### src/rtl/multicycle_alu_pkg.sv
// multicycle_alu_pkg: opcode encodings and FSM states shared by the ALU and the control-unit decoder.
package multicycle_alu_pkg;
  localparam logic [3:0] OP_AND  = 4'h0;
  localparam logic [3:0] OP_OR   = 4'h1;
  localparam logic [3:0] OP_ADD  = 4'h2;
  localparam logic [3:0] OP_SLL  = 4'h3;
  localparam logic [3:0] OP_SRL  = 4'h4;
  localparam logic [3:0] OP_SLTU = 4'h5;
  localparam logic [3:0] OP_SUB  = 4'h6;
  localparam logic [3:0] OP_SLT  = 4'h7;
  localparam logic [3:0] OP_MUL  = 4'h8;
  localparam logic [3:0] OP_SRA  = 4'h9;
  typedef enum logic [1:0] {ST_IDLE, ST_MUL, ST_DONE} state_t;
endpackage

### src/rtl/multicycle_alu_if.sv
// multicycle_alu_if: start/busy/done request bus between the datapath and the ALU.
interface multicycle_alu_if #(parameter int WIDTH = 16);
  logic             start;
  logic [3:0]       op;
  logic [WIDTH-1:0] rs, rt, rd, rd_hi;
  logic             busy, done, zero, ov;
  modport master (output start, op, rs, rt, input rd, rd_hi, busy, done, zero, ov);
  modport slave  (input start, op, rs, rt, output rd, rd_hi, busy, done, zero, ov);
endinterface

### src/rtl/multicycle_alu_shift_add_multiplier.sv
// shift_add_multiplier: unsigned radix-2 shift-add multiplier, one multiplier bit per step.
module shift_add_multiplier #(
  parameter int WIDTH = 16
) (
  input  logic               clk,
  input  logic               rst_n,
  input  logic               load_i,
  input  logic               step_i,
  input  logic [WIDTH-1:0]   mcand_i,
  input  logic [WIDTH-1:0]   mplier_i,
  output logic               last_o,
  output logic [2*WIDTH-1:0] prod_o
);
  localparam int CW = $clog2(WIDTH);
  logic [WIDTH-1:0] mcand_q, hi_q, lo_q;
  logic [CW-1:0]    cnt_q;
  logic [WIDTH:0]   sum;
  // prod_o is the product after the current step; lo_q starts as the multiplier and drains out
  assign sum    = {1'b0, hi_q} + (lo_q[0] ? {1'b0, mcand_q} : '0);
  assign prod_o = {sum, lo_q[WIDTH-1:1]};
  assign last_o = cnt_q == CW'(WIDTH - 1);
  always_ff @(posedge clk or negedge rst_n) begin
    if (!rst_n) begin
      mcand_q <= '0;
      hi_q    <= '0;
      lo_q    <= '0;
      cnt_q   <= '0;
    end else if (load_i) begin
      mcand_q <= mcand_i;
      hi_q    <= '0;
      lo_q    <= mplier_i;
      cnt_q   <= '0;
    end else if (step_i) begin
      {hi_q, lo_q} <= prod_o;
      cnt_q        <= cnt_q + 1'b1;
    end
  end
endmodule

### src/rtl/multicycle_alu.sv
// multicycle_alu: registered ALU with 1-cycle ops and an iterative MUL behind start/busy/done.
module multicycle_alu
  import multicycle_alu_pkg::*;
#(
  parameter int WIDTH  = 16,
  parameter int SHW    = 4,
  parameter int MUL_EN = 1
) (
  input logic              clk,
  input logic              rst_n,
  multicycle_alu_if.slave  bus
);
  state_t             state_q, state_d;
  logic [WIDTH-1:0]   rd_q, rd_d, hi_q, hi_d, alu, sum;
  logic               zero_q, zero_d, ov_q, ov_d, alu_ov;
  logic [WIDTH:0]     diff;
  logic               add_ov, sub_ov, accept, is_mul, mul_last, fin_mul, fin_op;
  logic [2*WIDTH-1:0] prod;
  logic [SHW-1:0]     sh;
  assign accept  = bus.start && state_q != ST_MUL;
  assign is_mul  = MUL_EN != 0 && bus.op == OP_MUL;
  assign fin_mul = state_q == ST_MUL && mul_last;
  assign fin_op  = accept && !is_mul;
  shift_add_multiplier #(.WIDTH(WIDTH)) u_mul (
    .clk      (clk),
    .rst_n    (rst_n),
    .load_i   (accept && is_mul),
    .step_i   (state_q == ST_MUL),
    .mcand_i  (bus.rs),
    .mplier_i (bus.rt),
    .last_o   (mul_last),
    .prod_o   (prod)
  );
  always_ff @(posedge clk or negedge rst_n) begin
    if (!rst_n) begin
      state_q <= ST_IDLE;
      rd_q    <= '0;
      hi_q    <= '0;
      zero_q  <= 1'b1;
      ov_q    <= 1'b0;
    end else begin
      state_q <= state_d;
      rd_q    <= rd_d;
      hi_q    <= hi_d;
      zero_q  <= zero_d;
      ov_q    <= ov_d;
    end
  end
  always_comb begin
    state_d = state_q == ST_MUL ? (mul_last ? ST_DONE : ST_MUL)
            : accept ? (is_mul ? ST_MUL : ST_DONE) : ST_IDLE;
  end
  // SLT uses sign XOR overflow so it stays correct when rs-rt wraps
  assign sum    = bus.rs + bus.rt;
  assign diff   = {1'b0, bus.rs} - {1'b0, bus.rt};
  assign add_ov = bus.rs[WIDTH-1] == bus.rt[WIDTH-1] && sum[WIDTH-1] != bus.rs[WIDTH-1];
  assign sub_ov = bus.rs[WIDTH-1] != bus.rt[WIDTH-1] && diff[WIDTH-1] != bus.rs[WIDTH-1];
  assign sh     = bus.rt[SHW-1:0];
  always_comb begin
    alu    = '0;
    alu_ov = 1'b0;
    case (bus.op)
      OP_AND:  alu = bus.rs & bus.rt;
      OP_OR:   alu = bus.rs | bus.rt;
      OP_ADD:  begin alu = sum; alu_ov = add_ov; end
      OP_SUB:  begin alu = diff[WIDTH-1:0]; alu_ov = sub_ov; end
      OP_SLT:  alu = WIDTH'(diff[WIDTH-1] ^ sub_ov);
      OP_SLTU: alu = WIDTH'(diff[WIDTH]);
      OP_SLL:  alu = bus.rs << sh;
      OP_SRL:  alu = bus.rs >> sh;
      OP_SRA:  alu = WIDTH'($signed(bus.rs) >>> sh);
      default: alu = '0;
    endcase
  end
  always_comb begin
    rd_d   = fin_mul ? prod[WIDTH-1:0] : fin_op ? alu : rd_q;
    hi_d   = fin_mul ? prod[2*WIDTH-1:WIDTH] : fin_op ? '0 : hi_q;
    zero_d = fin_mul ? prod[WIDTH-1:0] == '0 : fin_op ? alu == '0 : zero_q;
    ov_d   = fin_mul ? prod[2*WIDTH-1:WIDTH] != '0 : fin_op ? alu_ov : ov_q;
  end
  always_comb begin
    bus.busy  = state_q == ST_MUL;
    bus.done  = state_q == ST_DONE;
    bus.rd    = rd_q;
    bus.rd_hi = hi_q;
    bus.zero  = zero_q;
    bus.ov    = ov_q;
  end
endmodule

### src/flat_wrapper.sv
// flat-port wrapper written by rule: the top's interface ports become plain ports
module multicycle_alu_flat import multicycle_alu_pkg::*;
#(
  parameter int WIDTH  = 16,
  parameter int SHW    = 4,
  parameter int MUL_EN = 1
)
  (clk, rst_n, bus_start, bus_op, bus_rs, bus_rt, bus_rd, bus_rd_hi, bus_busy, bus_done, bus_zero, bus_ov);
  multicycle_alu_if #(.WIDTH(WIDTH)) bus_i ();
  input logic clk;
  input logic rst_n;
  input wire logic [$bits(bus_i.start)-1:0] bus_start;
  input wire logic [$bits(bus_i.op)-1:0] bus_op;
  input wire logic [$bits(bus_i.rs)-1:0] bus_rs;
  input wire logic [$bits(bus_i.rt)-1:0] bus_rt;
  output wire logic [$bits(bus_i.rd)-1:0] bus_rd;
  output wire logic [$bits(bus_i.rd_hi)-1:0] bus_rd_hi;
  output wire logic [$bits(bus_i.busy)-1:0] bus_busy;
  output wire logic [$bits(bus_i.done)-1:0] bus_done;
  output wire logic [$bits(bus_i.zero)-1:0] bus_zero;
  output wire logic [$bits(bus_i.ov)-1:0] bus_ov;
  assign bus_i.start = bus_start;
  assign bus_i.op = bus_op;
  assign bus_i.rs = bus_rs;
  assign bus_i.rt = bus_rt;
  assign bus_rd = bus_i.rd;
  assign bus_rd_hi = bus_i.rd_hi;
  assign bus_busy = bus_i.busy;
  assign bus_done = bus_i.done;
  assign bus_zero = bus_i.zero;
  assign bus_ov = bus_i.ov;
  multicycle_alu #(.WIDTH(WIDTH), .SHW(SHW), .MUL_EN(MUL_EN)) u_core (.clk(clk), .rst_n(rst_n), .bus(bus_i));
endmodule
### config.mk
export PLATFORM = sky130hd
export DESIGN_NAME = multicycle_alu_flat
export DESIGN_NICKNAME = d
export VERILOG_FILES = /design/src/rtl/multicycle_alu_pkg.sv /design/src/rtl/multicycle_alu_if.sv /design/src/rtl/multicycle_alu_shift_add_multiplier.sv /design/src/rtl/multicycle_alu.sv /design/src/flat_wrapper.sv
export SDC_FILE = /design/constraint.sdc
export NUM_CORES = 1
export LEC_CHECK = 0
export BUFFER_PORTS_ARGS = -buffer_cell sky130_fd_sc_hd__buf_2
export CAP_MARGIN = 20
export CORE_MARGIN = 3
export CORE_UTILIZATION = 29
export DETAILED_ROUTE_END_ITERATION = 7
export HOLD_SLACK_MARGIN = 0.02
export SETUP_SLACK_MARGIN = 0.05
export SLEW_MARGIN = 20
export SYNTH_ARGS = -nofsm -noshare
export SYNTH_HDL_FRONTEND = slang
export SYNTH_SLANG_ARGS = --single-unit
### constraint.sdc
create_clock -name clk -period 2.55 [get_ports clk]
set_input_delay 0.51 -clock clk [delete_from_list [all_inputs] [get_ports clk]]
set_output_delay 0.51 -clock clk [all_outputs]
set_load 0.005 [all_outputs]
# [After elaboration in Yosys (flattened, before gate mapping)]
# Cells that the tools add are included.
[classes] bitwise_logic=3 n_reduce_logical=13 n_mux=21 add_sub_neg=4 n_shift=3 mul=0 eq_ne=17 n_lt_le_gt_ge=0 n_div=0
[op_table] op="16-bit two-way mux" count=9
[op_table] op="16-bit case mux with 9 select lines" count=1
[op_table] op="16-bit logical NOT" count=2
[op_table] op="16-bit by 17-bit adder with 17-bit output" count=1
[op_table] op="16-bit by 16-bit subtractor with 17-bit output" count=1
[op_table] op="16-bit adder" count=1
[op_table] op="16-bit bitwise AND" count=1
[op_table] op="4-bit by 3-bit == test with 1-bit output (second input constant)" count=4
[op_table] op="16-bit OR" count=1
[op_table] op="16-bit nonzero test" count=1
[op_table] op="16-bit by 4-bit left shift with 16-bit output" count=1
[op_table] op="16-bit by 4-bit right shift with 16-bit output" count=1
[op_table] op="16-bit by 4-bit >>> shifter with 16-bit output" count=1
[op_table] op="4-bit == test (second input constant)" count=3
[op_table] op="4-bit by 2-bit == test with 1-bit output (second input constant)" count=2
[op_table] op="2-bit two-way mux" count=4
[op_table] op="4-bit two-way mux" count=2
[op_table] op="1-bit logical AND" count=6
[op_table] op="4-bit by 1-bit adder with 4-bit output (second input constant)" count=1
[op_table] op="4-bit by 1-bit == test with 1-bit output (second input constant)" count=1
[op_table] op="4-bit logical NOT" count=1
[op_table] op="1-bit two-way mux" count=4
[op_table] op="2-bit nonzero test" count=2
[op_table] op="1-bit != test" count=3
[op_table] op="other kinds (7)" count=7
[word_totals] mem_bits_ro=0 wordCells=70 mem_bits_rw=0 mem_count=0 ff_bits=88 out_inout_bits=36 latchBits=0 input_bits=39

# [Depth between registers and ports, before layout]
[depth] ltp_word=8 depth_mapped=22 depth_no_buf=19

# [Cells and area by module]
# From an unflattened synthesis, not the netlist that was laid out.
[hier_totals] hier_cells=1047 area_unflattened_um2=8834.7
[by_module_without_submodules] module="multicycle_alu" cells_per_inst=748 seq_area_each_um2=902.1 area_each_um2=5715.5 instances=1
[by_module_without_submodules] module="shift_add_multiplier" cells_per_inst=299 seq_area_each_um2=1301.2 area_each_um2=3119.2 instances=1

# [Worst setup path before layout]
# Ideal clock, no wire load.
[synth_path] kind="input-to-reg" from="input bus_rt[3]" to="register u_core.zero_q, in the netlist u_core.bus.zero" path_buffers=3 t_required_ns=2.488 arrival_time_ns=4.175 stages=21 setup_ns=0.062 path_slack_ns=-1.687 cell_sequence="clkbuf_1 -> inv_1 -> clkbuf_1 -> ha_1 -> clkbuf_1 -> nor2_1 -> a31oi_1 -> a21oi_1 -> o211ai_1 -> nand2_1 -> a21oi_1 -> o21bai_1 -> a21oi_1 -> o21bai_1 -> fa_1 -> nand2_1 -> o2111ai_1 -> a21oi_1 -> o211ai_1 -> nor4_1 -> a221o_1"
[synth_between] elab_chain_cells=8 word_cells_on_any_way=14 classes_between="2 x add/sub; 1 x eq/ne; 3 x shift; 3 x mux; 3 x bitwise; 2 x reduce/logical"
[synth_rtl] item="start, declared" line_no="flat_wrapper.sv:15" rtl="input wire logic [$bits(bus_i.rt)-1:0] bus_rt;"
[synth_rtl] item="16-bit by 16-bit subtractor with 17-bit output" line_no="multicycle_alu.sv:55" rtl="assign diff = {1'b0, bus.rs} - {1'b0, bus.rt};"
[synth_rtl] item="1-bit != test" line_no="multicycle_alu.sv:57" rtl="assign sub_ov = bus.rs[WIDTH-1] != bus.rt[WIDTH-1] && diff[WIDTH-1] != bus.rs[WIDTH-1];"
[synth_rtl] item="1-bit logical AND" line_no="multicycle_alu.sv:57"
[synth_rtl] item="1-bit bitwise XOR" line_no="multicycle_alu.sv:67" rtl="OP_SLT: alu = WIDTH'(diff[WIDTH-1] ^ sub_ov);"
[synth_rtl] item="16-bit case mux with 9 select lines *" line_no="multicycle_alu.sv:62" rtl="case (bus.op)"
[synth_rtl] item="16-bit logical NOT *" line_no="multicycle_alu.sv:78" rtl="zero_d = fin_mul ? prod[WIDTH-1:0] == '0 : fin_op ? alu == '0 : zero_q;"
[synth_rtl] item="1-bit two-way mux * (2 in a row)" line_no="multicycle_alu.sv:78"
[synth_rtl] item="end signal, assigned" line_no="multicycle_alu.sv:45" rtl="zero_q <= zero_d;"
[synth_rtl] item="end, declared" line_no="multicycle_alu.sv:15" rtl="logic zero_q, zero_d, ov_q, ov_d, alu_ov;"
# Every way passes the cells marked *; elsewhere a longest branch is shown, timed or not. The select of a mux whose other input is x is not followed.
# A chain may end at the register's enable or synchronous reset.

# [Worst setup path after layout]
[layout_path] from="input bus_rs[1]" to="register u_core.ov_q, in the netlist u_core.bus.ov"
[layout_between] elab_chain_cells=6 word_cells_on_any_way=9 classes_between="2 x add/sub; 2 x eq/ne; 3 x mux; 2 x reduce/logical"
[layout_rtl] item="start, declared" line_no="flat_wrapper.sv:14" rtl="input wire logic [$bits(bus_i.rs)-1:0] bus_rs;"
[layout_rtl] item="16-bit by 16-bit subtractor with 17-bit output / 16-bit adder (equally long branches)" line_no="multicycle_alu.sv:55, multicycle_alu.sv:54"
[layout_rtl] item="1-bit != test (on tied branches)" line_no="multicycle_alu.sv:57, multicycle_alu.sv:56"
[layout_rtl] item="1-bit logical AND (on tied branches)" line_no="multicycle_alu.sv:57, multicycle_alu.sv:56"
[layout_rtl] item="1-bit case mux with 2 select lines *" line_no="multicycle_alu.sv:62"
[layout_rtl] item="1-bit two-way mux * (2 in a row)" line_no="multicycle_alu.sv:79" rtl="ov_d = fin_mul ? prod[2*WIDTH-1:WIDTH] != '0 : fin_op ? alu_ov : ov_q;"
[layout_rtl] item="end signal, assigned" line_no="multicycle_alu.sv:46" rtl="ov_q <= ov_d;"
[layout_rtl] item="end, declared" line_no="multicycle_alu.sv:15"
# Marks and branches as above.

==> impl_metrics.ini <==
[sta]
worstMarginPinSlew_ns = 1.06
post-route-min-period_ns = 3.38
maxSlewViolCount = 0
max_freq_ghz = 0.296
relSlewSlack_pct = 29.1
fin_crit_sh_pct = 133
hold_slack_ns = 0.147
setup_slack_ns = -0.831
rsz0062_at_grt = true
finalSetupViolCount = 21
skew_ns = 0.0130
hold_violations = 0

[clock_tree]
root_buffer = clkbuf_16
cts.htree.levels = 3
clkSlewWorstSetupHoldPaths_ns = 0.06
ctsHoldBuffers = 0
numCtsBuffers = 9
cts_max_path_buffers = 2
clkLatencyLatePin_ns = 0.34
cts.sinks = 88
cts_tree = built

[setup_path]
worstRegToRegCells = 13
critical-path-max-stage-delay_ns = 0.54
crit_path_end_kind = flop
reg2reg_to = u_core.bus.ov$_DFFE_PN0P_
reg2reg_slack_ns = -0.42
cp.required_ns = 2.81
cp-start-kind = input port
critPathKind = input port to flop
cpLargestDelayFamily = compound AO/OA/AOI/OAI gates
critical_path_buf_inv_count = 4
path_depth = 20
crit_slowest_cell = fa_2
crit_chain = buf_6, buf_6, ha_4, o21bai_4, a31oi_4, a21oi_4, o211ai_1, nand2_1, a21oi_2, o21bai_1, a21oi_1, o21bai_1, fa_2, buf_4, buf_4, xor2_1, nand3_1, nand4_1, o22ai_1, a31oi_1
cp_max_fo = 2
critical_path_arrival_ns = 3.64
r2r-start = u_core.u_mul.lo_q[0]$_DFFE_PN0P_

[placed_design]
placed_cell_area_um2 = 11600
place_congestion = 1.01
hpwl_mm = 26.3
pre_cts_ws_ns = -1.32
port_buffers = 74

[power_and_ir_drop]
clkPwrFrac_pct = 18.6
power.leakage_uw = 0.00602
p_int_uw = 4300
power.density_nw_per_um2 = 535
ir_worst_vdd_mv = 0.419
p_sw_share_pct = 37.9
p_switching_uw = 2630
p_seq_share_pct = 29.3
combPwrFrac_pct = 52.1

[global_route]
top_usage_layer = met2
globalRouteMet1Util_pct = 29.6
antenna_found_initial = 1
grtUsageMet2_pct = 34.6
grt_start_max_net_pins = 53
gr-total-overflow = 0
grt_use_total_pct = 21.0
grt_pass1_wl_mm = 52.9
use_met3_pct = 2.30
grt_pass1_vias = 9384

[yosys]
synthCells = 1028
synth_xor_area_share_pct = 1.93
synth_edf_count = 0
synth-simple-area-share_pct = 18.9
synth_largest_area_cell = dfrtp_1
yosysUniqueCellTypes = 81
ys_seq_area_share_pct = 25.5
synth_compound_area_share_pct = 24.8
synth_seq_cells = 88
synthDominantCellAreaShare_pct = 25.2
synth_area_um2 = 8630
synth_area_leaders = dfrtp_1 (25%), ha_1 (9.7%), nand2_1 (5.6%), o21ai_0 (4.4%), mux2_2 (4.0%)
synthMuxAreaShare_pct = 12.0
synth_fp_nets = 1138
synth-async-reset-ratio_pct = 100
syn_avg_cell_area_um2 = 8.40
synthAdderAreaFrac_pct = 10.6
synth-main-ff-cell = dfrtp_1
ys_warn_count = 0
synth_top_family_by_area = compound AO/OA/AOI/OAI gates

[die]
core_area_um2 = 29000
dieHeight_um = 179
start_util_pct = 29.8
dieArea_um2 = 31900
std_cell_rows = 62
num_io_pins = 75
die_x_um = 179

[detailed_routing]
vias = 9464
viasPerCell = 5.38
dr.first_iter.drc_count = 811
drt.antenna.violating_nets = 0
drt_pass1_iterations = 5
wire_per_inst_um = 19.4
drc_errors = 0
drt_wl_total_mm = 34.0

[hold_path]
hp-class = input port to async pin

[status]
violations = negative setup slack
run_status = complete, but fails checks

[finish]
final_area_um2 = 12900
syn_to_final_growth_pct = 49.9
drive_gt1_share_pct = 43.3
nets = 1479

[flow_run]
cap_violations = 0
[kinds of logic (layout without fill, tap and decap cells)]
logic type                 after synthesis  count (layout)
other                                    0               1
and+or+nand+nor                        336             336
adders and majority gates               71              71
DFF                                     88              88
muxes                                   76              76
buffers and inverters                  124             470
AOI/OAI and AO/OA                      314             314
xor gates and xnor gates                19              19
[layer usage]
| layer | routed length (um) | share of wire (%) |
|---|---|---|
| met5 | 0 | 0 |
| met4 | 623 | 1.8 |
| met3 | 2340 | 6.9 |
| met2 | 16100 | 47 |
| met1 | 15000 | 44 |
[worst max path at each step]
| stage | to | from | slack (ns) |
|---|---|---|---|
| after floorplan | u_core.bus.zero$_DFFE_PN1P_ | bus_rt[3] | -1.07 |
| after global placement | u_core.bus.zero$_DFFE_PN1P_ | bus_rs[4] | -1.27 |
| after detailed placement | u_core.bus.zero$_DFFE_PN1P_ | bus_rs[4] | -1.32 |
| after CTS | u_core.bus.zero$_DFFE_PN1P_ | bus_rs[4] | -0.79 |
| after global routing | u_core.bus.zero$_DFFE_PN1P_ | bus_rs[1] | -1.01 |
| final | u_core.bus.ov$_DFFE_PN0P_ | bus_rs[1] | -0.83 |
[layout by cell type, fill, tap and decap left out, types with 6 or more instances in the layout]
cell       instances
buf_4            298
nand2_1          124
dfrtp_1           86
nor2_1            65
buf_2             64
o21ai_0           54
ha_1              51
a21oi_1           44
inv_1             40
mux2_2            31
a22oi_1           30
buf_6             29
mux2i_1           27
nand3_1           21
mux4_2            16
ha_4              16
nand4_1           14
o22ai_1           14
o211ai_1          13
nor3_1            13
nor2b_1           12
a21o_1            12
nor4_1            12
and2_1            11
o21ai_2           11
a211oi_1          10
o21ai_1           10
xor2_1            10
a22o_1             9
clkbuf_16          9
nand2b_1           7
a21oi_2            7
or3_1              6
and2_4             6
xnor2_1            6
a221o_1            6
buf_8              6
[area by class of cell]
type / count / area, um2
timing repair buffer: 403 / 3080
fill: 2883 / 16100
inverter: 51 / 221
antenna: 1 / 2.50
clock inverter: 3 / 23.8
clock buffer: 13 / 260
multi-input combinational: 816 / 6660
tap: 384 / 480
sequential: 88 / 2200
[cell usage after synthesis (5+ instances only)]
cell and number:
nand2_1 129, dfrtp_1 87, o21ai_0 76, nor2_1 69, ha_1 67, a21oi_1 54, inv_1 49, clkbuf_1 44
a22oi_1 31, mux2_2 31, mux2i_1 27, buf_2 21, nand3_1 21, and2_1 17, o22ai_1 17, nor3_1 16
mux4_2 15, nand4_1 14, a211oi_1 13, nor4_1 13, o211ai_1 13, a21o_1 12, nor2b_1 12, xor2_1 12
a22o_1 9, nand2b_1 8, o21bai_1 8, o2111ai_1 7, xnor2_1 7, a2111oi_0 6, a221o_1 6, a221oi_1 6
a31oi_1 6, o21a_1 6, o221ai_1 6, or3_1 6, a211o_1 5
[what timing repair did]
item / in CTS / in global routing
pin swaps: 50 / 42
endpoints found under the hold margin: 0 / 0
resized for setup: 101 / 92
buffers inserted: 31 / 18
endpoints found under the setup margin: 33 / 35
[power by group through the flow]
stage          Sequential [uW]  Combinational, uW  Clock (uW)
2_1_floorplan             1930               1610           0
3_3_place_gp              2010               2950           0
3_5_place_dp              2020               3000           0
4_1_cts                   2020               3270        1310
5_1_grt                   2070               3940        1360
6_report                  2030               3610        1290
[sequential cells by signal, summed over array words and instances, names as in the netlist]
signal and cells:
u_core.bus.ov 1, u_core.bus.rd 16, u_core.bus.rd_hi 16, u_core.bus.zero 1, u_core.state_q 2, u_core.u_mul.cnt_q 4, u_core.u_mul.hi_q 16, u_core.u_mul.lo_q 16
u_core.u_mul.mcand_q 16
[per-stage QoR]
| step | total power [uW] | instances | util, % | setup TNS [ns] |
|---|---|---|---|---|
| global placement | 4960 | 1706 | 39.9 | -14.14 |
| CTS | 6600 | 1744 | 42.8 | -5.39 |
| floorplan | 3550 | 1028 | - | -4.83 |
| detailed placement | 5010 | 1706 | 39.9 | -14.89 |
| global route | 7370 | 1758 | 44.6 | -9.20 |
| finish | 6930 | 1759 | 44.6 | -5.95 |
Note: power is estimated with default switching activity, not from simulation.
